`src/rtl/sub_bytes_seq.sv`:
```
// sub_bytes_seq: sequential AES forward SubBytes over a 128-bit state,
// started by a start/done handshake.
// Optional build macro SUB_BYTES_WORD_EN: four S-box lanes, 32 bits per step.
// Without it the unit has one S-box lane and handles 8 bits per step.
module sub_bytes_seq (
    input  logic         clk,
    input  logic         rst,
    input  logic         start,
    input  logic [127:0] s_in,
    output logic         busy,
    output logic         done,
    output logic [127:0] s_o
);

`ifdef SUB_BYTES_WORD_EN
    localparam int unsigned STEP_W   = 32;
    localparam int unsigned LAST_CNT = 3;
`else
    localparam int unsigned STEP_W   = 8;
    localparam int unsigned LAST_CNT = 15;
`endif
    localparam int unsigned NLANE = STEP_W / 8;
    localparam int unsigned CNT_W = 5;

    typedef enum logic [1:0] {
        ST_IDLE = 2'd0,
        ST_SUB  = 2'd1,
        ST_DONE = 2'd2
    } state_e;

    state_e             state_q;
    logic [127:0]       temp_q;
    logic [127:0]       acc_q;
    logic [CNT_W-1:0]   bytecnt_q;
    logic [127:0]       s_o_q;
    logic               busy_q;
    logic               done_q;

    logic [STEP_W-1:0]  sub_c;
    logic [127:0]       temp_d;
    logic [127:0]       acc_d;

    // FIPS-197 forward S-box as a case ROM
    function automatic logic [7:0] sbox_f(input logic [7:0] a);
        logic [7:0] s;
        s = 8'h00;
        case (a)
            8'h00: s = 8'h63; 8'h01: s = 8'h7c; 8'h02: s = 8'h77; 8'h03: s = 8'h7b; 8'h04: s = 8'hf2; 8'h05: s = 8'h6b; 8'h06: s = 8'h6f; 8'h07: s = 8'hc5;
            8'h08: s = 8'h30; 8'h09: s = 8'h01; 8'h0a: s = 8'h67; 8'h0b: s = 8'h2b; 8'h0c: s = 8'hfe; 8'h0d: s = 8'hd7; 8'h0e: s = 8'hab; 8'h0f: s = 8'h76;
            8'h10: s = 8'hca; 8'h11: s = 8'h82; 8'h12: s = 8'hc9; 8'h13: s = 8'h7d; 8'h14: s = 8'hfa; 8'h15: s = 8'h59; 8'h16: s = 8'h47; 8'h17: s = 8'hf0;
            8'h18: s = 8'had; 8'h19: s = 8'hd4; 8'h1a: s = 8'ha2; 8'h1b: s = 8'haf; 8'h1c: s = 8'h9c; 8'h1d: s = 8'ha4; 8'h1e: s = 8'h72; 8'h1f: s = 8'hc0;
            8'h20: s = 8'hb7; 8'h21: s = 8'hfd; 8'h22: s = 8'h93; 8'h23: s = 8'h26; 8'h24: s = 8'h36; 8'h25: s = 8'h3f; 8'h26: s = 8'hf7; 8'h27: s = 8'hcc;
            8'h28: s = 8'h34; 8'h29: s = 8'ha5; 8'h2a: s = 8'he5; 8'h2b: s = 8'hf1; 8'h2c: s = 8'h71; 8'h2d: s = 8'hd8; 8'h2e: s = 8'h31; 8'h2f: s = 8'h15;
            8'h30: s = 8'h04; 8'h31: s = 8'hc7; 8'h32: s = 8'h23; 8'h33: s = 8'hc3; 8'h34: s = 8'h18; 8'h35: s = 8'h96; 8'h36: s = 8'h05; 8'h37: s = 8'h9a;
            8'h38: s = 8'h07; 8'h39: s = 8'h12; 8'h3a: s = 8'h80; 8'h3b: s = 8'he2; 8'h3c: s = 8'heb; 8'h3d: s = 8'h27; 8'h3e: s = 8'hb2; 8'h3f: s = 8'h75;
            8'h40: s = 8'h09; 8'h41: s = 8'h83; 8'h42: s = 8'h2c; 8'h43: s = 8'h1a; 8'h44: s = 8'h1b; 8'h45: s = 8'h6e; 8'h46: s = 8'h5a; 8'h47: s = 8'ha0;
            8'h48: s = 8'h52; 8'h49: s = 8'h3b; 8'h4a: s = 8'hd6; 8'h4b: s = 8'hb3; 8'h4c: s = 8'h29; 8'h4d: s = 8'he3; 8'h4e: s = 8'h2f; 8'h4f: s = 8'h84;
            8'h50: s = 8'h53; 8'h51: s = 8'hd1; 8'h52: s = 8'h00; 8'h53: s = 8'hed; 8'h54: s = 8'h20; 8'h55: s = 8'hfc; 8'h56: s = 8'hb1; 8'h57: s = 8'h5b;
            8'h58: s = 8'h6a; 8'h59: s = 8'hcb; 8'h5a: s = 8'hbe; 8'h5b: s = 8'h39; 8'h5c: s = 8'h4a; 8'h5d: s = 8'h4c; 8'h5e: s = 8'h58; 8'h5f: s = 8'hcf;
            8'h60: s = 8'hd0; 8'h61: s = 8'hef; 8'h62: s = 8'haa; 8'h63: s = 8'hfb; 8'h64: s = 8'h43; 8'h65: s = 8'h4d; 8'h66: s = 8'h33; 8'h67: s = 8'h85;
            8'h68: s = 8'h45; 8'h69: s = 8'hf9; 8'h6a: s = 8'h02; 8'h6b: s = 8'h7f; 8'h6c: s = 8'h50; 8'h6d: s = 8'h3c; 8'h6e: s = 8'h9f; 8'h6f: s = 8'ha8;
            8'h70: s = 8'h51; 8'h71: s = 8'ha3; 8'h72: s = 8'h40; 8'h73: s = 8'h8f; 8'h74: s = 8'h92; 8'h75: s = 8'h9d; 8'h76: s = 8'h38; 8'h77: s = 8'hf5;
            8'h78: s = 8'hbc; 8'h79: s = 8'hb6; 8'h7a: s = 8'hda; 8'h7b: s = 8'h21; 8'h7c: s = 8'h10; 8'h7d: s = 8'hff; 8'h7e: s = 8'hf3; 8'h7f: s = 8'hd2;
            8'h80: s = 8'hcd; 8'h81: s = 8'h0c; 8'h82: s = 8'h13; 8'h83: s = 8'hec; 8'h84: s = 8'h5f; 8'h85: s = 8'h97; 8'h86: s = 8'h44; 8'h87: s = 8'h17;
            8'h88: s = 8'hc4; 8'h89: s = 8'ha7; 8'h8a: s = 8'h7e; 8'h8b: s = 8'h3d; 8'h8c: s = 8'h64; 8'h8d: s = 8'h5d; 8'h8e: s = 8'h19; 8'h8f: s = 8'h73;
            8'h90: s = 8'h60; 8'h91: s = 8'h81; 8'h92: s = 8'h4f; 8'h93: s = 8'hdc; 8'h94: s = 8'h22; 8'h95: s = 8'h2a; 8'h96: s = 8'h90; 8'h97: s = 8'h88;
            8'h98: s = 8'h46; 8'h99: s = 8'hee; 8'h9a: s = 8'hb8; 8'h9b: s = 8'h14; 8'h9c: s = 8'hde; 8'h9d: s = 8'h5e; 8'h9e: s = 8'h0b; 8'h9f: s = 8'hdb;
            8'ha0: s = 8'he0; 8'ha1: s = 8'h32; 8'ha2: s = 8'h3a; 8'ha3: s = 8'h0a; 8'ha4: s = 8'h49; 8'ha5: s = 8'h06; 8'ha6: s = 8'h24; 8'ha7: s = 8'h5c;
            8'ha8: s = 8'hc2; 8'ha9: s = 8'hd3; 8'haa: s = 8'hac; 8'hab: s = 8'h62; 8'hac: s = 8'h91; 8'had: s = 8'h95; 8'hae: s = 8'he4; 8'haf: s = 8'h79;
            8'hb0: s = 8'he7; 8'hb1: s = 8'hc8; 8'hb2: s = 8'h37; 8'hb3: s = 8'h6d; 8'hb4: s = 8'h8d; 8'hb5: s = 8'hd5; 8'hb6: s = 8'h4e; 8'hb7: s = 8'ha9;
            8'hb8: s = 8'h6c; 8'hb9: s = 8'h56; 8'hba: s = 8'hf4; 8'hbb: s = 8'hea; 8'hbc: s = 8'h65; 8'hbd: s = 8'h7a; 8'hbe: s = 8'hae; 8'hbf: s = 8'h08;
            8'hc0: s = 8'hba; 8'hc1: s = 8'h78; 8'hc2: s = 8'h25; 8'hc3: s = 8'h2e; 8'hc4: s = 8'h1c; 8'hc5: s = 8'ha6; 8'hc6: s = 8'hb4; 8'hc7: s = 8'hc6;
            8'hc8: s = 8'he8; 8'hc9: s = 8'hdd; 8'hca: s = 8'h74; 8'hcb: s = 8'h1f; 8'hcc: s = 8'h4b; 8'hcd: s = 8'hbd; 8'hce: s = 8'h8b; 8'hcf: s = 8'h8a;
            8'hd0: s = 8'h70; 8'hd1: s = 8'h3e; 8'hd2: s = 8'hb5; 8'hd3: s = 8'h66; 8'hd4: s = 8'h48; 8'hd5: s = 8'h03; 8'hd6: s = 8'hf6; 8'hd7: s = 8'h0e;
            8'hd8: s = 8'h61; 8'hd9: s = 8'h35; 8'hda: s = 8'h57; 8'hdb: s = 8'hb9; 8'hdc: s = 8'h86; 8'hdd: s = 8'hc1; 8'hde: s = 8'h1d; 8'hdf: s = 8'h9e;
            8'he0: s = 8'he1; 8'he1: s = 8'hf8; 8'he2: s = 8'h98; 8'he3: s = 8'h11; 8'he4: s = 8'h69; 8'he5: s = 8'hd9; 8'he6: s = 8'h8e; 8'he7: s = 8'h94;
            8'he8: s = 8'h9b; 8'he9: s = 8'h1e; 8'hea: s = 8'h87; 8'heb: s = 8'he9; 8'hec: s = 8'hce; 8'hed: s = 8'h55; 8'hee: s = 8'h28; 8'hef: s = 8'hdf;
            8'hf0: s = 8'h8c; 8'hf1: s = 8'ha1; 8'hf2: s = 8'h89; 8'hf3: s = 8'h0d; 8'hf4: s = 8'hbf; 8'hf5: s = 8'he6; 8'hf6: s = 8'h42; 8'hf7: s = 8'h68;
            8'hf8: s = 8'h41; 8'hf9: s = 8'h99; 8'hfa: s = 8'h2d; 8'hfb: s = 8'h0f; 8'hfc: s = 8'hb0; 8'hfd: s = 8'h54; 8'hfe: s = 8'hbb; 8'hff: s = 8'h16;
        endcase
        return s;
    endfunction

    // S-box lanes on the low end of the working copy
    for (genvar b = 0; b < NLANE; b++) begin : g_lane
        assign sub_c[8*b +: 8] = sbox_f(temp_q[8*b +: 8]);
    end

    // One step: consume the low lane of temp, push its substitution in at the top of acc
    assign temp_d = temp_q >> STEP_W;
    assign acc_d  = {sub_c, acc_q[127:STEP_W]};

    // Control FSM with registered busy/done/s_o; DONE accepts start like IDLE
    always_ff @(posedge clk or negedge rst) begin
        if (!rst) begin
            state_q   <= ST_IDLE;
            temp_q    <= 128'd0;
            acc_q     <= 128'd0;
            bytecnt_q <= CNT_W'(0);
            s_o_q     <= 128'd0;
            busy_q    <= 1'b0;
            done_q    <= 1'b0;
        end else begin
            done_q <= 1'b0;
            case (state_q)
                ST_IDLE, ST_DONE: begin
                    busy_q <= 1'b0;
                    if (start) begin
                        temp_q    <= s_in;
                        bytecnt_q <= CNT_W'(0);
                        busy_q    <= 1'b1;
                        state_q   <= ST_SUB;
                    end else begin
                        state_q   <= ST_IDLE;
                    end
                end
                ST_SUB: begin
                    temp_q <= temp_d;
                    acc_q  <= acc_d;
                    if (bytecnt_q == CNT_W'(LAST_CNT)) begin
                        s_o_q   <= acc_d;
                        done_q  <= 1'b1;
                        busy_q  <= 1'b0;
                        state_q <= ST_DONE;
                    end else begin
                        bytecnt_q <= bytecnt_q + CNT_W'(1);
                    end
                end
                default: begin
                    busy_q  <= 1'b0;
                    state_q <= ST_IDLE;
                end
            endcase
        end
    end

    assign busy = busy_q;
    assign done = done_q;
    assign s_o  = s_o_q;

endmodule

```
`config.mk`:
```
export PLATFORM = sky130hd
export DESIGN_NAME = sub_bytes_seq
export DESIGN_NICKNAME = d
export VERILOG_FILES = /design/src/rtl/sub_bytes_seq.sv
export SDC_FILE = /design/constraint.sdc
export NUM_CORES = 1
export LEC_CHECK = 0
export ABC_AREA = 1
export ABC_CLOCK_PERIOD_IN_PS = 1900
export CORE_UTILIZATION = 50
export CTS_CLUSTER_SIZE = 24
export DETAILED_ROUTE_END_ITERATION = 7
export PLACE_DENSITY = 0.79
export SYNTH_ARGS = -nofsm -noshare
export SYNTH_HDL_FRONTEND = slang
export SYNTH_SLANG_ARGS = --single-unit
```
`constraint.sdc`:
```
create_clock -name clk -period 1.9 [get_ports clk]
set_input_delay 0.285 -clock clk [delete_from_list [all_inputs] [get_ports clk]]
set_output_delay 0.285 -clock clk [all_outputs]
set_load 0.05 [all_outputs]
```
==> out/metrics.cfg <==
[status]
status=finished, violations left
violations=setup timing

[layout]
finalNonFillerCells=3195
synthToLayoutAreaGrowth_pct=46.5
ff_latch_area_sq_um=9640
final_cell_mix=nand2_1, dfrtp_1, o21ai_0
final_common_cell=nand2_1
n_fill_cell=2276
multi_input_area_sq_um=8740
layout.nets=2850
drive_above_1_share_pct=26.8
final_util_pct=75.1

[setup_path]
cp.required_ns=1.62
cp-end-kind=primary output
cpPeakStageDelay_ns=0.80
crit_family=buffers and inverters
arrival_ns=1.88
worst_path_max_delay_cell=clkdlybuf4s15_1
worstSetupPathDepth=1
path_class=reg -> out
crit_chain=clkdlybuf4s15_1
critPathBufInv=1
crit_fanout=2
r2r_cells=12
start_kind=register

[timing]
worst_pin_slew_ns=0.847
report.final.slew_viol_count=0
relSlewSlack_pct=43.7
whs_ns=0.204
min_period_ns=2.16
setup_viol=107
rsz0062_at_grt=true
fin_skew_ns=0.0358
timing.final.ws_setup_ns=-0.261
final_hold_viol_count=0
max_freq_mhz=463
period_share_pct=114

[floorplan]
initial_core_util_pct=51.3
rows=69
io_pins=261
dieWidth_microns=194
die-area_sq_um=37500
die_y_microns=194
fp.coreArea_sq_um=35800

[global_route]
antenna_found_initial=5
grt_usage_pct=39.4
overflow=0
grt_pass1_vias=18956
grt_first_pass_wirelength_microns=112000
grt_start_max_net_pins=102

[logic_synthesis]
avgSynthCellArea_sq_um=8.07
synth_nets=2425
yosysSeqAreaShare_pct=52.5
synth_seq_cells=385
syn_inst=2277
yosys_warnings=0
netlist-cell-type-count=36
syn-cell-area_sq_um=18400

[flow_run]
maxCapViolCount=0

[clock_network]
clkTransAtPathRegs_ns=0.07
insertion_delay_ns=0.59
htreeDepth=2
cts_inserted_buffers=40
cts_buffer_depth=3
root_buffer=clkbuf_16
numClockSinks=385
cts_tree=yes

[drt]
viasPerCell=6.18
routedWlPerCell_microns=25.9
drc=0
ant_nets=0
vias=19743
drt_iter0_drc=2227
drt_pass1_iterations=6
wl_microns=82800

[placed_design]
gp_congestion=0.949
hpwlAfterDp_microns=48300
place_inst=3061
pre_cts_ws_ns=-0.425
portBuffers=260

[worst_hold_path]
hp-class=in -> async

==> layer usage <==
layer,vias to the layer above,global-route usage (%),wire length [microns]
met5,-,0,13
met4,2,19.9,6520
met3,474,8.63,9360
met2,1476,64.6,37400
met1,9492,49.2,29500
li1,8299,-,-
==> state kept, by name, summed over array words and instances, names as in the netlist <==
name / flops
bytecnt_q: 5
acc_q: 120
s_o: 128
state_q: 2
busy: 1
temp_q: 128
done: 1
==> area by class of cell <==
cell class | count | area share [%]
Inverter | 257 | 3.72
Multi-Input combinational cell | 1483 | 32.5
Clock inverter | 15 | 0.656
Sequential cell | 385 | 35.8
Tap cell | 461 | 2.14
Antenna cell | 4 | 0.0372
Clock buffer | 55 | 4.27
Timing Repair Buffer | 535 | 20.9
==> repair_timing <==
action,CTS,global route
setup buffers,27,3
gates resized for setup,422,305
cloned,15,15
pin swaps,72,24
endpoints found under the hold margin,43,0
endpoints found under the setup margin,220,138
hold buffers,1,0
==> path summary, 6_finish.rpt <==
path	start	to	slack [ns]
hold / removal	rst	temp_q[65]$_DFFE_PN0P_	0.20
hold reg to reg	s_o[118]$_DFFE_PN0P_	s_o[118]$_DFFE_PN0P_	0.48
setup reg to reg	bytecnt_q[1]$_DFFE_PN0P_	s_o[127]$_DFFE_PN0P_	-0.22
max in group asynchronous	rst	s_o[11]$_DFFE_PN0P_	0.89
setup / recovery	s_o[101]$_DFFE_PN0P_	s_o[101]	-0.26
min in group clk	s_in[126]	temp_q[126]$_DFFE_PN0P_	0.29
==> synth_stat cells <==
| cell type | n | area share (%) |
|---|---|---|
| a211oi_1 | 1 | 0.041 |
| a21boi_0 | 1 | 0.041 |
| a21oi_1 | 24 | 0.65 |
| a21oi_2 | 1 | 0.048 |
| a22o_1 | 1 | 0.048 |
| a31oi_1 | 1 | 0.034 |
| buf_1 | 14 | 0.29 |
| buf_2 | 49 | 1.3 |
| buf_4 | 12 | 0.49 |
| buf_6 | 4 | 0.25 |
| clkbuf_1 | 73 | 1.5 |
| clkinv_1 | 3 | 0.061 |
| dfrtp_1 | 385 | 52 |
| ha_1 | 17 | 1.2 |
| inv_1 | 249 | 5.1 |
| inv_2 | 4 | 0.082 |
| inv_6 | 1 | 0.048 |
| nand2_1 | 662 | 14 |
| nand2_2 | 4 | 0.14 |
| nand3_1 | 215 | 5.9 |
| nand3b_1 | 3 | 0.12 |
| nand4_1 | 12 | 0.41 |
| nor2_1 | 51 | 1.0 |
| nor2_2 | 3 | 0.10 |
| nor2_4 | 1 | 0.061 |
| nor2_8 | 2 | 0.22 |
| nor3_1 | 3 | 0.082 |
| o211ai_1 | 121 | 4.9 |
| o21a_1 | 1 | 0.041 |
| o21ai_0 | 347 | 9.5 |
| o21ai_1 | 6 | 0.16 |
| o21bai_1 | 1 | 0.041 |
| o22ai_1 | 1 | 0.034 |
| o31ai_1 | 2 | 0.082 |
| or2_1 | 1 | 0.034 |
| or2_2 | 1 | 0.034 |
==> cells by family after synthesis <==
family	count (synthesis)	share of synthesized area, %
compound gates	508	15.6
fa+ha+maj	17	1.16
flops	385	52.5
simple gates	958	21.6
buf+inv	409	9.13
==> per-stage QoR <==
step | area [sq um] | TNS (ns)
2_1_floorplan | 18400 | 0
3_5_place_dp | 22800 | -5.72
3_3_place_gp | 22800 | -4.17
4_1_cts | 25600 | -4.66
5_1_grt | 26900 | -15.68
6_report | 26900 | -8.92
Power is not shown: default switching activity piles up to over one toggle a cycle in this logic, so the estimate is an artifact.
